## src/rtl/branch_pred_pkg.sv

```systemverilog
// Shared definitions for the branch resolve queue and the one-bit predictor table.
package branch_pred_pkg;

  localparam int unsigned DEPTH_DEF = 4;
  localparam int unsigned IDX_W_DEF = 1;
  localparam int unsigned CNT_W_DEF = 16;

  // Direction encoding shared with the predictor table
  localparam logic TAKEN     = 1'b1;
  localparam logic NOT_TAKEN = 1'b0;

  // Entry bit layout: {index, pred}, pred in bit 0
  localparam int unsigned ENTRY_PRED_LSB = 0;
  localparam int unsigned ENTRY_IDX_LSB  = 1;

  // Entry payload at the default index width
  typedef struct packed {
    logic [IDX_W_DEF-1:0] index;
    logic                 pred;
  } entry_t;

endpackage

```

## src/rtl/branch_sat_counter.sv

```systemverilog
// Saturating up-counter with enable; holds at all-ones instead of wrapping.
module branch_sat_counter #(
  parameter int unsigned CNT_W = 16
) (
  input  logic             clk,
  input  logic             rst_n,
  input  logic             en_i,
  output logic [CNT_W-1:0] cnt_o
);

  logic [CNT_W-1:0] cnt_q;
  logic [CNT_W-1:0] cnt_d;

  // Increment when enabled unless already saturated
  always_comb begin
    cnt_d = cnt_q;
    if (en_i && (cnt_q != {CNT_W{1'b1}})) begin
      cnt_d = cnt_q + CNT_W'(1);
    end
  end

  // Counter register
  always_ff @(posedge clk or negedge rst_n) begin
    if (!rst_n) begin
      cnt_q <= '0;
    end else begin
      cnt_q <= cnt_d;
    end
  end

  assign cnt_o = cnt_q;

endmodule

```

## src/rtl/branch_resolve_queue.sv

```systemverilog
// In-order queue of in-flight branches; pops on resolution, drives predictor
// updates and flushes everything younger on a mispredict.
module branch_resolve_queue
  import branch_pred_pkg::*;
#(
  parameter int unsigned DEPTH = DEPTH_DEF,
  parameter int unsigned IDX_W = IDX_W_DEF,
  parameter int unsigned CNT_W = CNT_W_DEF
) (
  input  logic                     clk,
  input  logic                     rst_n,
  input  logic                     push_valid,
  output logic                     push_ready,
  input  logic [IDX_W-1:0]         push_index,
  input  logic                     push_pred,
  input  logic                     res_valid,
  output logic                     res_ready,
  input  logic                     res_taken,
  output logic                     upd_valid,
  output logic [IDX_W-1:0]         upd_index,
  output logic                     upd_taken,
  output logic                     mispredict,
  output logic [$clog2(DEPTH):0]   occupancy,
  output logic [CNT_W-1:0]         branch_cnt,
  output logic [CNT_W-1:0]         mispred_cnt
);

  localparam int unsigned PTR_W = $clog2(DEPTH);
  localparam int unsigned OCC_W = PTR_W + 1;
  localparam int unsigned ENT_W = IDX_W + 1;

  logic [ENT_W-1:0] mem_q [DEPTH];
  logic [PTR_W-1:0] head_q, head_d;
  logic [PTR_W-1:0] tail_q, tail_d;
  logic [OCC_W-1:0] count_q, count_d;

  logic             upd_valid_q, upd_valid_d;
  logic [IDX_W-1:0] upd_index_q, upd_index_d;
  logic             upd_taken_q, upd_taken_d;
  logic             mispred_q, mispred_d;

  logic [ENT_W-1:0] head_ent;
  logic [ENT_W-1:0] wr_ent;
  logic [IDX_W-1:0] head_idx;
  logic             head_pred;
  logic             push_fire;
  logic             res_fire;
  logic             mis_fire;
  logic             wr_en;

  // Handshakes depend on registered count only
  assign push_ready = (count_q != OCC_W'(DEPTH));
  assign res_ready  = (count_q != '0);

  // Head decode, handshake qualification and new-entry packing
  always_comb begin
    head_ent  = mem_q[head_q];
    head_idx  = head_ent[ENTRY_IDX_LSB +: IDX_W];
    head_pred = head_ent[ENTRY_PRED_LSB];
    push_fire = push_valid && push_ready;
    res_fire  = res_valid && res_ready;
    mis_fire  = res_fire && (head_pred != res_taken);
    // A push alongside a mispredict is wrong-path and dropped
    wr_en     = push_fire && !mis_fire;
    wr_ent                              = '0;
    wr_ent[ENTRY_IDX_LSB +: IDX_W]      = push_index;
    wr_ent[ENTRY_PRED_LSB]              = push_pred;
  end

  // Pointer/count next state and registered update strobe
  always_comb begin
    head_d      = head_q;
    tail_d      = tail_q;
    count_d     = count_q;
    upd_valid_d = 1'b0;
    upd_index_d = '0;
    upd_taken_d = 1'b0;
    mispred_d   = 1'b0;

    if (mis_fire) begin
      head_d  = tail_q;
      count_d = '0;
    end else begin
      if (res_fire) begin
        head_d = head_q + PTR_W'(1);
      end
      if (push_fire) begin
        tail_d = tail_q + PTR_W'(1);
      end
      count_d = count_q + OCC_W'(push_fire) - OCC_W'(res_fire);
    end

    if (res_fire) begin
      upd_valid_d = 1'b1;
      upd_index_d = head_idx;
      upd_taken_d = res_taken;
      mispred_d   = mis_fire;
    end
  end

  // Control and output registers
  always_ff @(posedge clk or negedge rst_n) begin
    if (!rst_n) begin
      head_q      <= '0;
      tail_q      <= '0;
      count_q     <= '0;
      upd_valid_q <= 1'b0;
      upd_index_q <= '0;
      upd_taken_q <= 1'b0;
      mispred_q   <= 1'b0;
    end else begin
      head_q      <= head_d;
      tail_q      <= tail_d;
      count_q     <= count_d;
      upd_valid_q <= upd_valid_d;
      upd_index_q <= upd_index_d;
      upd_taken_q <= upd_taken_d;
      mispred_q   <= mispred_d;
    end
  end

  // Entry storage; contents are don't-care after reset
  always_ff @(posedge clk) begin
    if (wr_en) begin
      mem_q[tail_q] <= wr_ent;
    end
  end

  branch_sat_counter #(.CNT_W(CNT_W)) u_branch_cnt (
    .clk   (clk),
    .rst_n (rst_n),
    .en_i  (res_fire),
    .cnt_o (branch_cnt)
  );

  branch_sat_counter #(.CNT_W(CNT_W)) u_mispred_cnt (
    .clk   (clk),
    .rst_n (rst_n),
    .en_i  (mis_fire),
    .cnt_o (mispred_cnt)
  );

  assign upd_valid  = upd_valid_q;
  assign upd_index  = upd_index_q;
  assign upd_taken  = upd_taken_q;
  assign mispredict = mispred_q;
  assign occupancy  = count_q;

endmodule

```

## config.mk

```make
export PLATFORM = sky130hd
export DESIGN_NAME = branch_resolve_queue
export DESIGN_NICKNAME = d
export VERILOG_FILES = /design/src/rtl/branch_pred_pkg.sv /design/src/rtl/branch_sat_counter.sv /design/src/rtl/branch_resolve_queue.sv
export SDC_FILE = /design/constraint.sdc
export NUM_CORES = 1
export LEC_CHECK = 0
export CORE_ASPECT_RATIO = 0.75
export CORE_MARGIN = 8
export CORE_UTILIZATION = 40
export CTS_CLUSTER_DIAMETER = 40
export CTS_CLUSTER_SIZE = 40
export DETAILED_ROUTE_END_ITERATION = 6
export GPL_TIMING_DRIVEN = 0
export MAX_ROUTING_LAYER = met4
export PLACE_DENSITY = 0.71
export SETUP_SLACK_MARGIN = 0.02
export SLEW_MARGIN = 20
export SYNTH_ARGS = -nofsm -noshare
export SYNTH_HDL_FRONTEND = slang
export SYNTH_HIERARCHICAL = 1
export SYNTH_SLANG_ARGS = --single-unit
```

## constraint.sdc

```tcl
create_clock -name clk -period 6.4 [get_ports clk]
set_clock_uncertainty 0.2 [all_clocks]
set_input_delay 0.96 -clock clk [delete_from_list [all_inputs] [get_ports clk]]
set_output_delay 0.96 -clock clk [all_outputs]
set_load 0.1 [all_outputs]
```

# After elaboration in Yosys (flattened, before gate mapping)
# Memories as Yosys holds them, arrays and structs flattened.
# Index checks and enable logic that the tools add are counted.
# W data, S select, Z words.
[totals]
reg_bits = 43
ram_bits = 8
inputBits = 7
out_inout_bits = 41
word_cells = 40
n_memories = 1
[mem_list]
columns = ["name", "depth", "word_bits", "read_ports", "rd_ports_with_merged_regs", "wr", "line_no", "source"]
rows = [
  ["mem_q", 4, 2, 1, 0, 1, "branch_resolve_queue.sv:32", "logic [ENT_W-1:0] mem_q [DEPTH];"],
]
[op_classes]
add_sub_neg = 6
eq_ne = 4
n_mux = 9
n_bitwise = 1
n_reduce_logical = 10
[op_table]
columns = ["operator", "count"]
rows = [
  ["$add A16 B1 Y16 const B", 2],
  ["$ne A16 B16 Y1 const B", 2],
  ["$logic_and A1 B1 Y1", 6],
  ["$mux W1", 6],
  ["$add A2 B1 Y2 const B", 2],
  ["$mux W2", 2],
  ["$add A3 B1 Y3", 1],
  ["$mux W3", 1],
  ["$ne A3 B3 Y1 const B", 1],
  ["$reduce_bool A3 Y1", 1],
  ["$sub A3 B1 Y3", 1],
  ["$reduce_and A2 Y1", 1],
  ["$reduce_bool A2 Y1", 1],
  ["$logic_not A1 Y1", 1],
  ["$ne A1 B1 Y1", 1],
  ["$not A1 Y1", 1],
]

# Logic depth before layout (Yosys ltp)
# Gate-level depths: netlist (run 1).
[depth]
ltp_word = 7
ltp_mapped = 10
ltp_nobuf = 10

# Modules after synthesis
# The synthesis (run 1) kept the hierarchy.
[by_module_without_submodules]
columns = ["module", "n_inst", "cells_per_inst", "area_per_inst_um2", "seq_area_each_um2"]
rows = [
  ["branch_sat_counter", 2, 72, 859.6, 400.4],
  ["branch_resolve_queue", 1, 74, 974.7, 515.5],
]

# Worst setup path after synthesis (run 1)
# No wires, ideal clock.
[synth_path]
kind = "register to register"
startpoint = "register count_q[2], in the netlist occupancy[2]"
endpoint = "register count_q[2], in the netlist occupancy[2]"
setup_time_ps = 123
arrival_time_ps = 3175
required_ps = 6077
setup_slack_ps = 2902
path_stages_with_launch = 11
n_path_buf = 0
synth_period_minus_slack_ps = 3498
cell_sequence = "dfrtp_1 or3b_2 nand2_1 ha_1 inv_1 ha_1 inv_1 fa_1 xor2_1 xnor2_1 nor2_1"
[synth_via]
elab_chain_cells = 5
word_cells_on_any_way = 8
classes_between = "add/sub (2); eq/ne (1); mux (1); reduce/logical (4)"
[synth_lines]
columns = ["item", "line_no", "source"]
rows = [
  ["start, declared", "branch_resolve_queue.sv:35", "logic [OCC_W-1:0] count_q, count_d;"],
  ["start signal, assigned", "branch_resolve_queue.sv:114", "count_q <= count_d;"],
  ["$ne A3 B3 Y1", "branch_resolve_queue.sv:52", "assign push_ready = (count_q != OCC_W'(DEPTH));"],
  ["named net push_ready", "branch_resolve_queue.sv:13", "output logic push_ready,"],
  ["$logic_and A1 B1 Y1", "branch_resolve_queue.sv:60", "push_fire = push_valid && push_ready;"],
  ["$add A3 B1 Y3", "branch_resolve_queue.sv:90", "count_d = count_q + OCC_W'(push_fire) - OCC_W'(res_fire);"],
  ["$sub A3 B1 Y3", "branch_resolve_queue.sv:90", ""],
  ["$mux W3", "branch_resolve_queue.sv:80", "if (mis_fire) begin"],
  ["named net count_d[2]", "branch_resolve_queue.sv:35", ""],
]
# The timed path passes the listed nets, and every way through them passes these cells.
# A chain may end at the register's enable or synchronous reset.

# Worst setup path after layout (run 1)
[layout_path]
startpoint = "register count_q[1], in the netlist occupancy[1]"
endpoint = "output port push_ready"
[layout_via]
elab_chain_cells = 1
[layout_lines]
columns = ["item", "line_no"]
rows = [
  ["$ne A3 B3 Y1", "branch_resolve_queue.sv:52"],
  ["end, declared", "branch_resolve_queue.sv:13"],
]
# No other way between the ends.

==> metrics.md, run 1 <==
| Metric | Value |
|---|---|
| Status | `complete, no violations` |
| Leading cell types in the layout, fill and taps excluded | `clkdlybuf4s50_1, dfrtp_1, nand4_1` |
| Final Setup Violations | `0` |
| Crit Path Category | `flip-flop to output port` |
| CP Cell Sequence | `or3b_2, clkdlybuf4s50_1` |
| Critical-path top delay cell | `clkdlybuf4s50_1` |
| Biggest area consumer among synthesized cells | `dfrtp_1` |
| Cts hold-fix bufs | `0` |
| CP peak stage delay | `0.98 ns` |
| Number of synthesized register bits | `51` |
| Flop2flop setup slack | `3.75 ns` |
| R2R cell count | `10` |
| R2r endpoint | `occupancy[2]` |
| Final worst path period share | `0.532` |
| Storage element area | `1320 um^2` |
| Worst path bufs/invs | `1` |
| CTS tree | `built` |
| Data arrival, critical path | `2.25 ns` |
| RSZ-0062 raised after global routing | `false` |
| Primary FF master, synth | `dfrtp_1` |
| Overflow after GRT | `0` |
| WL final | `5.53 mm` |
| Setup_tns | `0 ns` |
| DR WL/cell | `15.5 um` |
| FF-to-FF Start | `occupancy[1]` |
| Largest net degree at the start of global routing | `32` |
| Synthesized area | `2690 um^2` |
| Vias/cell | `5.47` |
| Crit path depth | `2` |
| Core area | `6670 um^2` |
| Async SR Flop Fraction | `0.843` |
| Largest cells by area after synthesis | `dfrtp_1, edfxtp_1, xnor2_1` |
| Postcts setup bufs | `0` |
| Residual DRC | `0` |
| Initial antenna violation count | `0` |
| Slew Viols, Final | `0` |
| YS warnings | `6` |
| GPL Wtd Cong | `0.813` |
| Clock latency on the worst-skew pair | `0.30 ns` |
| Starting Density | `0.404` |
| Max IR drop VDD | `467 uV` |
| CP top delay family | `buffers and inverters` |
| IO Pins | `48` |
| Worst setup endpoint | `push_ready` |
| Leading cell type in the layout, fill and taps excluded | `clkdlybuf4s50_1` |
| DR vias | `1959` |
| Syn nets | `234` |
| Post-synthesis average cell area | `12.4 um^2` |
| Cells after Synth | `218` |
| Critical Path RT | `5.24 ns` |
| Fin crit period | `3.41 ns` |
| Worst-margin pin slew | `0.990 ns` |
| Nets | `289` |
| Crit start category | `flip-flop` |
| Synth unique cells | `49` |
| CTS buffer count | `5` |
| Final Hold Viols | `0` |
| Layout area overhead | `25.0%` |
| DIE AREA | `9640 um^2` |
| Worst hold path class | `flip-flop to flip-flop` |
| 1st-iter DRT viols | `120` |
| Pleak | `0.00138 uW` |
| Area of the multi-input gates | `1340 um^2` |
| # diodes | `0` |
| Crit end category | `output port` |
| Worst Setup SP | `occupancy[1]` |
| Fmax | `0.294 GHz` |
| FP Rows | `26` |
| Post-synth top area share | `0.399` |
| Pre-Repair DR Iteration Count | `4` |
| First-pass GRT wire length | `9.52 mm` |
| Relative slew margins | `0.338` |
| Clock Path Buffers | `2` |
| H-tree depth | `2` |
| Hold WS | `0.323 ns` |
| Max FO, Critical Path | `6` |
| Fillers | `602` |
| Post_cts resized | `0` |
| Vert. Die Dim | `87.1 um` |
| Layout cells sized above 1 | `0.168` |
| Die width | `111 um` |
| GRT Overall Usage | `0.121` |
| Post-route antenna net violation count | `0` |
| DP HPWL | `4.16 mm` |
| Post-synth EDFFs | `8` |
| Maxcap violations | `0` |
| PD cells | `451 nW/um^2` |
| Root buffer cell | `clkbuf_8` |
| PortBufs | `47` |
| Vias in the first global route | `1880` |
| Sink Count | `51` |
| CTS clk-pin slew, worst paths | `0.09 ns` |
| Sequential share of the synthesized area | `0.489` |
## final cells by class
type / count / share of cell area
multi-input combinational: 158 / 0.396
sequential: 51 / 0.391
timing repair buffer: 48 / 0.144
tap: 84 / 0.0312
clock buffer: 5 / 0.0204
inverter: 7 / 0.00780
buffer: 2 / 0.00483
clock inverter: 3 / 0.00446
## flip-flops by register name (all words and copies together) (netlist names)
name	count
head_q	2
mem_q	8
mispredict	1
occupancy	3
tail_q	2
u_branch_cnt/cnt_o	16
u_mispred_cnt/cnt_o	16
upd_index	1
upd_taken	1
upd_valid	1
## power by group
group	switching (uW)	leakage [uW]	total, uW	internal [uW]
Combinational	610	0.000694	845	235
Clock	104	0.0000477	179	75.1
Sequential	88.2	0.000638	493	405
Total	802	0.00138	1520	716
## cells by family after synthesis
logic type	Yosys count	synth area share
compound gates	41	0.119
xor+xnor	17	0.0553
fa+ha+maj	9	0.0446
buf+inv	9	0.0158
flops	51	0.489
mux	8	0.0418
simple gates	83	0.235
## synthesized netlist by cell type (3+ instances only)
cell	count
o21a_1	10
o211ai_1	3
a21oi_1	8
nor4_4	4
xor2_1	5
inv_1	7
ha_1	8
o21ai_0	5
nand3_1	11
and2_2	4
nand2_1	11
xnor2_1	12
nor2_1	7
and3_1	4
nand4_1	16
a31oi_1	6
dfrtp_1	43
edfxtp_1	8
## metal layers
metal / vias up / track usage / part of all wire
li1: 943 / - / -
met1: 954 / 0.166 / 0.51
met2: 58 / 0.169 / 0.42
met3: 4 / 0.0344 / 0.060
met4: 0 / 0.0367 / 0.010
met5: - / - / 0
## worst min-delay path by stage
stage,start,end,slack [ns],depth (start not counted)
floorplan,tail_q[1],tail_q[1],0.36,1
global placement,u_mispred_cnt/cnt_o[15],u_mispred_cnt/cnt_o[15],0.32,1
detailed placement,u_mispred_cnt/cnt_o[15],u_mispred_cnt/cnt_o[15],0.31,1
CTS,u_mispred_cnt/cnt_o[15],u_mispred_cnt/cnt_o[15],0.33,1
global route,rst_n,u_branch_cnt/cnt_o[15],0.35,1
finish,u_mispred_cnt/cnt_o[15],u_mispred_cnt/cnt_o[15],0.32,1
## stage by stage
stage / instances / utilization / power [uW] / cell area [um^2] / worst slack, ns
CTS: 358 / 0.505 / 1530 / 3370 / 2.97
global placement: 349 / 0.490 / 1340 / 3270 / 2.88
floorplan: 218 / - / 1140 / 2690 / 2.90
finish: 358 / 0.505 / 1520 / 3370 / 2.99
detailed placement: 350 / 0.492 / 1350 / 3280 / 2.88
global route: 358 / 0.505 / 1600 / 3370 / 2.92
(Power assumes the default switching activity.)
==> run 2, diff against run 1 <==
==> constraint.sdc (replaced) <==
create_clock -name clk -period 3.23 [get_ports clk]
set_clock_uncertainty 0.2 [all_clocks]
set_input_delay 0.4845 -clock clk [delete_from_list [all_inputs] [get_ports clk]]
set_output_delay 0.4845 -clock clk [all_outputs]
set_load 0.1 [all_outputs]
==> metrics.md, run 2 (synthesis gave the netlist of run 1 again) <==
| Metric | Value |
|---|---|
| Clock latency on the worst-skew pair | `0.30 ns (about the same)` |
| Met2 usage | `0.183 (was 0.169)` |
| Post_cts resized | `0 (unchanged)` |
| IO Pins | `48 (unchanged)` |
| Cts hold-fix bufs | `1 (was 0)` |
| FP Rows | `26 (unchanged)` |
| DIE AREA | `9640 um^2 (unchanged)` |
| H-tree depth | `2 (unchanged)` |
| Clock Path Buffers | `2 (unchanged)` |
| Starting Density | `0.404 (unchanged)` |
| DR vias | `1944 (was 1959)` |
| GPL Wtd Cong | `0.788 (was 0.813)` |
| Nets | `290 (was 289)` |
| Worst-margin pin slew | `0.990 ns (about the same)` |
| Residual DRC | `0 (unchanged)` |
| Vias in the first global route | `2004 (was 1880)` |
| Pleak | `0.00138 uW (about the same)` |
| Final Setup Violations | `0 (unchanged)` |
| WL final | `5.70 mm (was 5.53 mm)` |
| Crit start category | `flip-flop (unchanged)` |
| Layout cells sized above 1 | `0.171 (was 0.168)` |
| Placed Instance Area | `3290 um^2 (was 3280 um^2)` |
| Crit end category | `output port (unchanged)` |
| Slew Viols, Final | `0 (unchanged)` |
| CTS buffer count | `5 (unchanged)` |
| Crit Path Category | `flip-flop to output port (unchanged)` |
| Leading cell types in the layout, fill and taps excluded | `clkdlybuf4s50_1, dfrtp_1, nand4_1 (unchanged)` |
| First-pass GRT wire length | `10.0 mm (was 9.52 mm)` |
| Final worst path period share | `0.879` |
| Layout area overhead | `25.9% (was 25.0%)` |
| # diodes | `0 (unchanged)` |
| Maxcap violations | `0 (unchanged)` |
| RSZ-0062 raised after global routing | `false (unchanged)` |
| Layout Utilization | `0.508 (was 0.505)` |
| GRT busiest layer | `met2 (unchanged)` |
| Vias/cell | `5.42 (was 5.47)` |
| DR WL/cell | `15.9 um (was 15.5 um)` |
| Relative slew margins | `0.338 (about the same)` |
| Initial antenna violation count | `0 (unchanged)` |
| 1st-iter DRT viols | `43 (was 120)` |
| Post-route antenna net violation count | `0 (unchanged)` |
| CTS tree | `built (unchanged)` |
| Core area | `6670 um^2 (unchanged)` |
| Data arrival, critical path | `2.16 ns (was 2.25 ns)` |
| Critical Path RT | `2.55 ns (was 5.24 ns)` |
| Fmax | `0.352 GHz` |
| CTS clk-pin slew, worst paths | `0.10 ns (was 0.09 ns)` |
| Overflow after GRT | `0 (unchanged)` |
| Status | `complete, no violations (unchanged)` |
| Vert. Die Dim | `87.1 um (unchanged)` |
| PortBufs | `47 (unchanged)` |
| Max IR drop VDD | `1090 uV (was 467 uV)` |
| M1 GR Usage | `0.170 (was 0.166)` |
| Largest net degree at the start of global routing | `33 (was 32)` |
| PD cells | `895 nW/um^2 (was 451 nW/um^2)` |
| DP HPWL | `4.29 mm (was 4.16 mm)` |
| Grt met3 use | `0.0324 (was 0.0344)` |
| Worst hold path class | `flip-flop to flip-flop (unchanged)` |
| Postcts setup bufs | `0 (unchanged)` |
| Final Hold Viols | `0 (unchanged)` |
| Fin crit period | `2.84 ns` |
| Setup_tns | `0 ns (unchanged)` |
| Pre-Repair DR Iteration Count | `4 (unchanged)` |
| Die width | `111 um (unchanged)` |
| Leading cell type in the layout, fill and taps excluded | `clkdlybuf4s50_1 (unchanged)` |
| Max FO, Critical Path | `6 (unchanged)` |
| Final Cell Area | `3390 um^2 (was 3370 um^2)` |
| Root buffer cell | `clkbuf_8 (unchanged)` |
| Sink Count | `51 (unchanged)` |
| GRT Overall Usage | `0.127 (was 0.121)` |
==> run 2: cell types whose count changed in the layout (fill, tap and decap cells not counted), sizes merged <==
cell         before  now
clkbuf            5    7
clkinv            3    1
dlygate4sd3       0    1
==> run 2: final cells by class <==
type | count | area (um^2)
buffer | 2 | 16.3
clock buffer | 7 | 86.3
clock inverter | 1 | 5.00
fill | 591 | 3280
inverter | 7 | 26.3
multi-input combinational | 158 | 1340
sequential | 51 | 1320
tap | 84 | 105
timing repair buffer | 49 | 495
==> run 2: critical path, cell delays in order (launching register included) <==
cell	delay (ns)
dfrtp_2	0.47
or3b_4	0.41
clkdlybuf4s50_1	0.97
==> run 2: path summary, 6_finish.rpt <==
kind / slack (ns) / from / cells after the start / to
max in group asynchronous: 1.94 / rst_n / 3 / occupancy[2]
setup / recovery: 0.39 / occupancy[1] / 2 / push_ready
hold / removal: 0.31 / u_branch_cnt/cnt_o[15] / 1 / u_branch_cnt/cnt_o[15]
hold reg to reg: 0.31 / u_branch_cnt/cnt_o[15] / 1 / u_branch_cnt/cnt_o[15]
min in group asynchronous: 0.41 / rst_n / 2 / u_mispred_cnt/cnt_o[10]
setup reg to reg: 0.59 / head_q[1] / 8 / u_mispred_cnt/cnt_o[5]
==> run 2: per-layer routing <==
layer	part of all wire	vias to the layer above
li1	-	944
met1	0.51	942
met2	0.42	53
met3	0.055	5
met4	0.012	0
met5	0	-
==> run 2: report_power, final <==
group / internal, uW / switching (uW) / total, uW
clock network: 173 / 202 / 375
logic: 471 / 1210 / 1680
registers: 805 / 173 / 979
total: 1450 / 1580 / 3030
==> run 2: stage by stage <==
stage / instances / power (uW) / hold WS [ns] / worst slack, ns
floorplan: 218 / 2280 / -0.0111 / 0.0945
global placement: 349 / 2650 / 0.298 / 0.111
detailed placement: 350 / 2690 / 0.198 / 0.170
CTS: 359 / 3070 / 0.317 / 0.373
global route: 359 / 3220 / 0.377 / 0.331
finish: 359 / 3030 / 0.313 / 0.390
